**src/rtl/period_meter_pkg.sv**
```systemverilog
// Shared constants and types for the period meter.
// The defaults sit next to the clock-divider constants so that the divider
// and the meter agree.
package period_meter_pkg;

    // Counter and output width for measured periods and high times.
    localparam int DEF_CNT_W = 25;

    // Cycles without a rising edge before the input is declared stalled.
    localparam int DEF_TIMEOUT = 30_000_000;

    // Divide ratio of the matching clock divider. It toggles its output once
    // per DEF_DIV cycles, so one full output period is twice that.
    localparam int DEF_DIV        = 10_000_000;
    localparam int DEF_DIV_PERIOD = 2 * DEF_DIV;

    // The longest period we expect from the divider must still be measured.
    // It must not trigger the timeout.
    localparam bit DEF_DIV_FITS = (DEF_DIV_PERIOD < DEF_TIMEOUT);

    // ARM   : after reset, waiting for the first rising edge.
    // MEAS  : counting between rising edges.
    // STALL : timed out, waiting for the input to come back.
    typedef enum logic [1:0] {
        ARM   = 2'd0,
        MEAS  = 2'd1,
        STALL = 2'd2
    } meter_state_t;

    // True when a timeout value can be held by a counter of the given width.
    function automatic bit timeout_fits(input int cnt_w, input int timeout);
        longint limit;
        limit = longint'(1) << cnt_w;
        return (timeout > 0) && (longint'(timeout) < limit);
    endfunction

endpackage

```
**src/rtl/period_meter_sync_rise.sv**
```systemverilog
// Two-flop synchronizer with a history flop for an asynchronous input.
// It gives the synchronized level and a one-cycle rising-edge pulse.
// Nothing here is specific to the meter, so buttons and other asynchronous
// inputs can reuse it.
module sync_rise (
    input  logic clk,
    input  logic reset,
    input  logic sig,
    output logic s2,
    output logic rise
);

    logic s1;
    logic s3;

    // Shift the raw input through the metastability flops and the history flop.
    always_ff @(posedge clk) begin
        if (reset) begin
            s1 <= 1'b0;
            s2 <= 1'b0;
            s3 <= 1'b0;
        end else begin
            s1 <= sig;
            s2 <= s1;
            s3 <= s2;
        end
    end

    assign rise = s2 & ~s3;

endmodule

```
**src/rtl/period_meter.sv**
```systemverilog
// Measures the period and high time of a slow asynchronous square wave.
// Both values are counted in clk cycles.
// Results come out with a one-cycle valid strobe. A missing input is reported
// with a timeout strobe and a stalled level.
module period_meter
    import period_meter_pkg::*;
#(
    parameter int CNT_W   = DEF_CNT_W,
    parameter int TIMEOUT = DEF_TIMEOUT
) (
    input  logic             clk,
    input  logic             reset,
    input  logic             sig_in,
    output logic [CNT_W-1:0] period_out,
    output logic [CNT_W-1:0] high_out,
    output logic             period_valid,
    output logic             timeout,
    output logic             stalled
);

    localparam logic [CNT_W-1:0] TIMEOUT_CNT = CNT_W'(TIMEOUT);
    localparam logic [CNT_W-1:0] ONE_CNT     = CNT_W'(1);
    localparam bit               TIMEOUT_OK  = timeout_fits(CNT_W, TIMEOUT);

    logic             level;
    logic             rise;

    meter_state_t     state;
    meter_state_t     state_next;

    logic [CNT_W-1:0] cnt;
    logic [CNT_W-1:0] cnt_next;
    logic [CNT_W-1:0] high_cnt;
    logic [CNT_W-1:0] high_cnt_next;
    logic [CNT_W-1:0] period_next;
    logic [CNT_W-1:0] high_next;
    logic             valid_next;
    logic             timeout_next;
    logic             stalled_next;
    logic             at_limit;

    sync_rise u_sync (
        .clk   (clk),
        .reset (reset),
        .sig   (sig_in),
        .s2    (level),
        .rise  (rise)
    );

    // The timeout compare only works if TIMEOUT fits the counter. An invalid
    // parameter set can never reach the limit, so the timeout never fires.
    assign at_limit = TIMEOUT_OK && (cnt == TIMEOUT_CNT);

    // Hold the FSM state.
    always_ff @(posedge clk) begin
        if (reset) begin
            state <= ARM;
        end else begin
            state <= state_next;
        end
    end

    // Work out the next state, counters and result registers.
    // The interval that starts on a rise includes the rise cycle itself.
    // That cycle is high by definition, so both counters restart at 1.
    always_comb begin
        state_next    = state;
        cnt_next      = cnt;
        high_cnt_next = high_cnt;
        period_next   = period_out;
        high_next     = high_out;
        valid_next    = 1'b0;
        timeout_next  = 1'b0;
        stalled_next  = stalled;

        case (state)
            ARM: begin
                cnt_next      = '0;
                high_cnt_next = '0;
                if (rise) begin
                    cnt_next      = ONE_CNT;
                    high_cnt_next = ONE_CNT;
                    state_next    = MEAS;
                end
            end

            MEAS: begin
                // A rise in the same cycle as the limit is a valid period of
                // exactly TIMEOUT. It takes priority over the timeout.
                if (rise) begin
                    period_next   = cnt;
                    high_next     = high_cnt;
                    valid_next    = 1'b1;
                    cnt_next      = ONE_CNT;
                    high_cnt_next = ONE_CNT;
                end else if (at_limit) begin
                    timeout_next  = 1'b1;
                    stalled_next  = 1'b1;
                    cnt_next      = '0;
                    high_cnt_next = '0;
                    state_next    = STALL;
                end else begin
                    cnt_next      = cnt + ONE_CNT;
                    high_cnt_next = high_cnt + CNT_W'(level);
                end
            end

            STALL: begin
                // The partial interval that ends the stall is thrown away.
                // Only the next full period is reported.
                cnt_next      = '0;
                high_cnt_next = '0;
                if (rise) begin
                    stalled_next  = 1'b0;
                    cnt_next      = ONE_CNT;
                    high_cnt_next = ONE_CNT;
                    state_next    = MEAS;
                end
            end

            default: begin
                cnt_next      = '0;
                high_cnt_next = '0;
                state_next    = ARM;
            end
        endcase
    end

    // Register counters, results and strobes.
    always_ff @(posedge clk) begin
        if (reset) begin
            cnt          <= '0;
            high_cnt     <= '0;
            period_out   <= '0;
            high_out     <= '0;
            period_valid <= 1'b0;
            timeout      <= 1'b0;
            stalled      <= 1'b0;
        end else begin
            cnt          <= cnt_next;
            high_cnt     <= high_cnt_next;
            period_out   <= period_next;
            high_out     <= high_next;
            period_valid <= valid_next;
            timeout      <= timeout_next;
            stalled      <= stalled_next;
        end
    end

endmodule

```
**config.mk**
```make
export PLATFORM = sky130hd
export DESIGN_NAME = period_meter
export DESIGN_NICKNAME = d
export VERILOG_FILES = /design/src/rtl/period_meter_pkg.sv /design/src/rtl/period_meter_sync_rise.sv /design/src/rtl/period_meter.sv
export SDC_FILE = /design/constraint.sdc
export NUM_CORES = 1
export LEC_CHECK = 0
export ABC_CLOCK_PERIOD_IN_PS = 2500
export CORE_MARGIN = 5
export CORE_UTILIZATION = 54
export DETAILED_ROUTE_END_ITERATION = 10
export MAX_ROUTING_LAYER = met4
export PLACE_DENSITY = 0.8
export SYNTH_ARGS = -nofsm -noshare
export SYNTH_HDL_FRONTEND = slang
export SYNTH_SLANG_ARGS = --single-unit
```
**constraint.sdc**
```tcl
create_clock -name clk -period 2.5 [get_ports clk]
set_input_delay 0.25 -clock clk [delete_from_list [all_inputs] [get_ports clk]]
set_output_delay 0.25 -clock clk [all_outputs]
set_load 0.1 [all_outputs]
```
==> impl.org <==
** Job
- Max-cap violations in this run came to 0.

** Yosys
- Synthesis handed over a netlist of 511 instances.
- Flip-flop cell with the highest count after synthesis :: sky130_fd_sc_hd__dfxtp_1
- Register area share after synthesis :: 50.7%
- The synthesized netlist contains 35 unique library cells.
- After synthesis the netlist holds a flip-flop and latch count of 108.
- For this run, asynchronously set or reset flops after synthesis account for 0%.
- Synthesized area divided by synthesized cell count :: 8.35 um2
- The mapped netlist covers 0.00427 mm2.
- Yosys printed 0 warnings.
- Yosys mapped a number of flops with a built-in enable equal to 0.
- Nets in the synthesized netlist :: 518

** Setup path
- Sequence of cells on the critical path :: or4b_1 -> nor4_1 -> nand4_1 -> buf_4 -> or3_1 -> a21oi_1
- Largest driver fanout on the critical path :: 8
- STA puts the critical path data arrival time at 2.51 ns.
- Grouping stages by cell kind, the critical path spends the most delay in simple AND/OR/NAND/NOR gates.
- Max incr delay on CP :: 0.53 ns
- Worst setup EP type :: register
- In this run the register-to-register setup slack is 0.28 ns.
- The worst register-to-register path has a depth of 6.
- The endpoint identified for the worst register-to-register timing path is stalled.
- STA puts the critical path data required time at 2.79 ns.
- The startpoint identified for the worst register-to-register timing path is cnt[4].
- Startpoint-to-endpoint class of the critical path :: reg -> reg
- Startpoint Class :: register
- Buffers & Inverters on Critical Path :: 1
- Crit-path slowest cell :: sky130_fd_sc_hd__or4b_1

** Route
- After detailed routing, the average wire length per cell comes to 12.9 um.
- The final layout contains routed wiring with a total length of 8600 um.
- Number of design rule violations left after detail routing :: 0
- Via-to-Cell Ratio :: 5.19
- Pre-Repair DR Iteration Count :: 4
- The count of nets left with antenna violations once routing finished came out at 0.
- The detailed router placed 3,468 vias in this run.
- The detailed router finished its first iteration with 223 violations.

** Power
- Maximum VDD drop :: 0.000394 V
- In this run the static leakage power is 1.70 nW.
- Part of the total power dissipated in combinational logic :: 1.6%
- Sw frac :: 20.8%
- Power per cell area :: 589 mW/mm2
- The clock network accounts for 39.6% of the total power.
- Internal power comes to 2.33 mW.
- Total power :: 2.94 mW
- The analysis attributes to net switching a power of 0.610 mW.
- Reg power frac :: 58.9%

** Floorplan
- Vertical die dimension :: 98.9 um
- Die boundary width :: 98.9 um
- The floorplan has 32 rows.
- The core region is 0.00773 mm2.
- Die Footprint :: 0.00978 mm2
- Once the floorplan was initialized, standard cells occupied 55.2% of the core.
- I/O pin count :: 56

** Layout
- Layout cell share with drive strength beyond 1 :: 15.5%
- From synthesis to final layout, the design area changed by 16.9%.
- Final #Nets :: 568
- The sequential cells in the finished layout cover a total of 0.00216 mm2.
- Final antenna diode count :: 0
- Number of fillers in the final layout :: 667
- Cell area after layout :: 0.00499 mm2
- The top cell types in the final layout, fill and taps aside, are 122 x sky130_fd_sc_hd__nand2_1, 108 x sky130_fd_sc_hd__dfxtp_1, 61 x sky130_fd_sc_hd__buf_4.
- Leaving out fill and tap cells, the most frequent cell in the layout is sky130_fd_sc_hd__nand2_1.
- In the final layout, the multi-input gates occupy 0.00195 mm2.

** Worst hold path
- Classification of the worst-slack hold path :: in -> reg
- End of the worst hold path :: high_out[7]
- Worst hold path startpoint :: reset
- Worst hold path stage count :: 2

** CTS
- Clock tree synthesis found a total of 108 sinks.
- TritonCTS clock tree :: built
- The longest clock path from root to sink contains 2 buffers.
- H-tree depth :: 3
- Post-cts gate resize count :: 0
- Clock transition at the registers of the reported paths :: 0.10 ns
- Buffer type at the clock tree root :: sky130_fd_sc_hd__clkbuf_8
- Clock tree synthesis inserted a total of 9 buffers.
- Number of hold buffers added after CTS :: 0
- Clock latency of the later-clocked register in the worst-skew pair :: 0.36 ns
- After clock tree synthesis, the setup repair step added 0 buffers.

** Timing
- The total count of max-transition violations in the final report was 0.
- Across all hold checks on the routed design, the worst slack comes to 0.313 ns.
- Share of the clock period used by the worst path :: 89.0%
- Worst-Margin Slew :: 0.704 ns
- After layout, the minimum clock period comes to 2.22 ns.
- Hold violation total from the final report :: 0
- Setup violations, final :: 0
- In this run the tightest slew margin relative to its limit is 52.7%.
- Summed over all failing endpoints, the final setup total negative slack is 0 ns.
- Worst clock skew :: 0.0123 ns
- Maximum clock frequency :: 450 MHz
- RSZ-0062 raised after global routing :: false

** Global route
- Entering global routing, the biggest net connects 45 pins.
- Summed over all layers, the global routing overflow is 0.
- Global-route wire length before repair :: 14,800 um
- GRT Resource Usage Total :: 18.4%
- The number of global-route vias before repair is 3,353.
- The number of antenna violations at the first check in global routing is 0.

** Placement
- After legalization and detailed placement, the total HPWL measured 5990 um.
- In this run the tool buffered the top-level ports with 55 buffer cells.
- The congestion estimate from routability-driven global placement came to 0.857.
- After detailed placement, the total cell area comes to 0.00476 mm2.

** Outcome
- Outcome :: completed
power by group through the flow:
stage	sequential [mW]	combinational [mW]	clock, mW
floorplan	1.77	0.0378	0
global placement	1.77	0.0456	0
finish	1.73	0.0462	1.16
global route	1.73	0.0523	1.26
detailed placement	1.77	0.0469	0
CTS	1.73	0.0469	1.19
cell families (layout without fill, tap and decap cells):
group           after synthesis  in the layout  share of synthesized area, %
compound gates               59             59                          7.18
xor+xnor                     44             44                          9.03
fa+ha+maj                     4              4                          1.17
buf+inv                      33             88                          3.78
flops                       108            108                          50.7
simple gates                263            263                          28.2
cell usage after synthesis, types with 2 or more instances:
cell	number	area (um2)
sky130_fd_sc_hd__nor2b_1	5	31.3
sky130_fd_sc_hd__nor2_1	58	218
sky130_fd_sc_hd__or2_2	2	12.5
sky130_fd_sc_hd__a21oi_1	54	270
sky130_fd_sc_hd__xnor2_1	28	245
sky130_fd_sc_hd__nand2_1	122	458
sky130_fd_sc_hd__nand2b_1	2	12.5
sky130_fd_sc_hd__buf_6	4	45.0
sky130_fd_sc_hd__xor2_1	16	140
sky130_fd_sc_hd__and3_1	10	62.6
sky130_fd_sc_hd__nand3_1	19	95.1
sky130_fd_sc_hd__nor3_1	14	70.1
sky130_fd_sc_hd__dfxtp_1	108	2160
sky130_fd_sc_hd__or3_1	2	12.5
sky130_fd_sc_hd__clkbuf_1	17	63.8
sky130_fd_sc_hd__nand4_1	14	87.6
sky130_fd_sc_hd__buf_2	3	15.0
sky130_fd_sc_hd__nor4_1	5	31.3
sky130_fd_sc_hd__o31ai_1	2	15.0
sky130_fd_sc_hd__inv_1	8	30.0
sky130_fd_sc_hd__ha_1	4	50.1
sequential cells by signal, summed over array words and instances (netlist names), 2 cells and up:
name	flops
period_out	25
cnt	25
high_cnt	25
high_out	25
state	2
stage by stage:
step / setup WS [ns] / utilization (%) / cells
floorplan: 0.747 / - / 511
global placement: 0.401 / 61.6 / 652
detailed placement: 0.326 / 61.6 / 652
CTS: 0.288 / 64.5 / 668
global route: 0.178 / 64.5 / 668
finish: 0.275 / 64.5 / 668
metal layers:
metal | vias to the layer above | part of all wire, % | track usage (%)
met1 | 1597 | 46 | 22.0
met5 | - | 0 | -
met2 | 84 | 49 | 31.4
met3 | 8 | 4.5 | 3.33
li1 | 1779 | - | -
met4 | 0 | 1.0 | 6.09
worst register-to-register path, delay by kind of cell, from the launching register on:
family                 cells  cell delay [ns]
and+or+nand+nor            4             1.39
DFF                        1             0.37
buffers and inverters      1             0.24
AOI/OAI and AO/OA          1             0.15
cell type report:
cell class / instances / area share [%]
inverters: 8 / 0.602
clock buffers: 10 / 2.76
flip-flops and latches: 108 / 43.4
well taps: 102 / 2.56
repair buffers: 64 / 9.88
clock inverters: 6 / 1.73
multi-input cells: 370 / 39.1
worst max-delay path by stage:
stage,from,endpoint,slack (ns),cells after the start
after global routing,cnt[4],stalled,0.18,6
after global placement,cnt[4],stalled,0.40,6
after detailed placement,cnt[4],stalled,0.33,6
after CTS,cnt[4],stalled,0.29,6
final,cnt[4],stalled,0.28,6
after floorplan,cnt[4],high_cnt[15],0.75,7
Power figures use the tool's default switching activity.
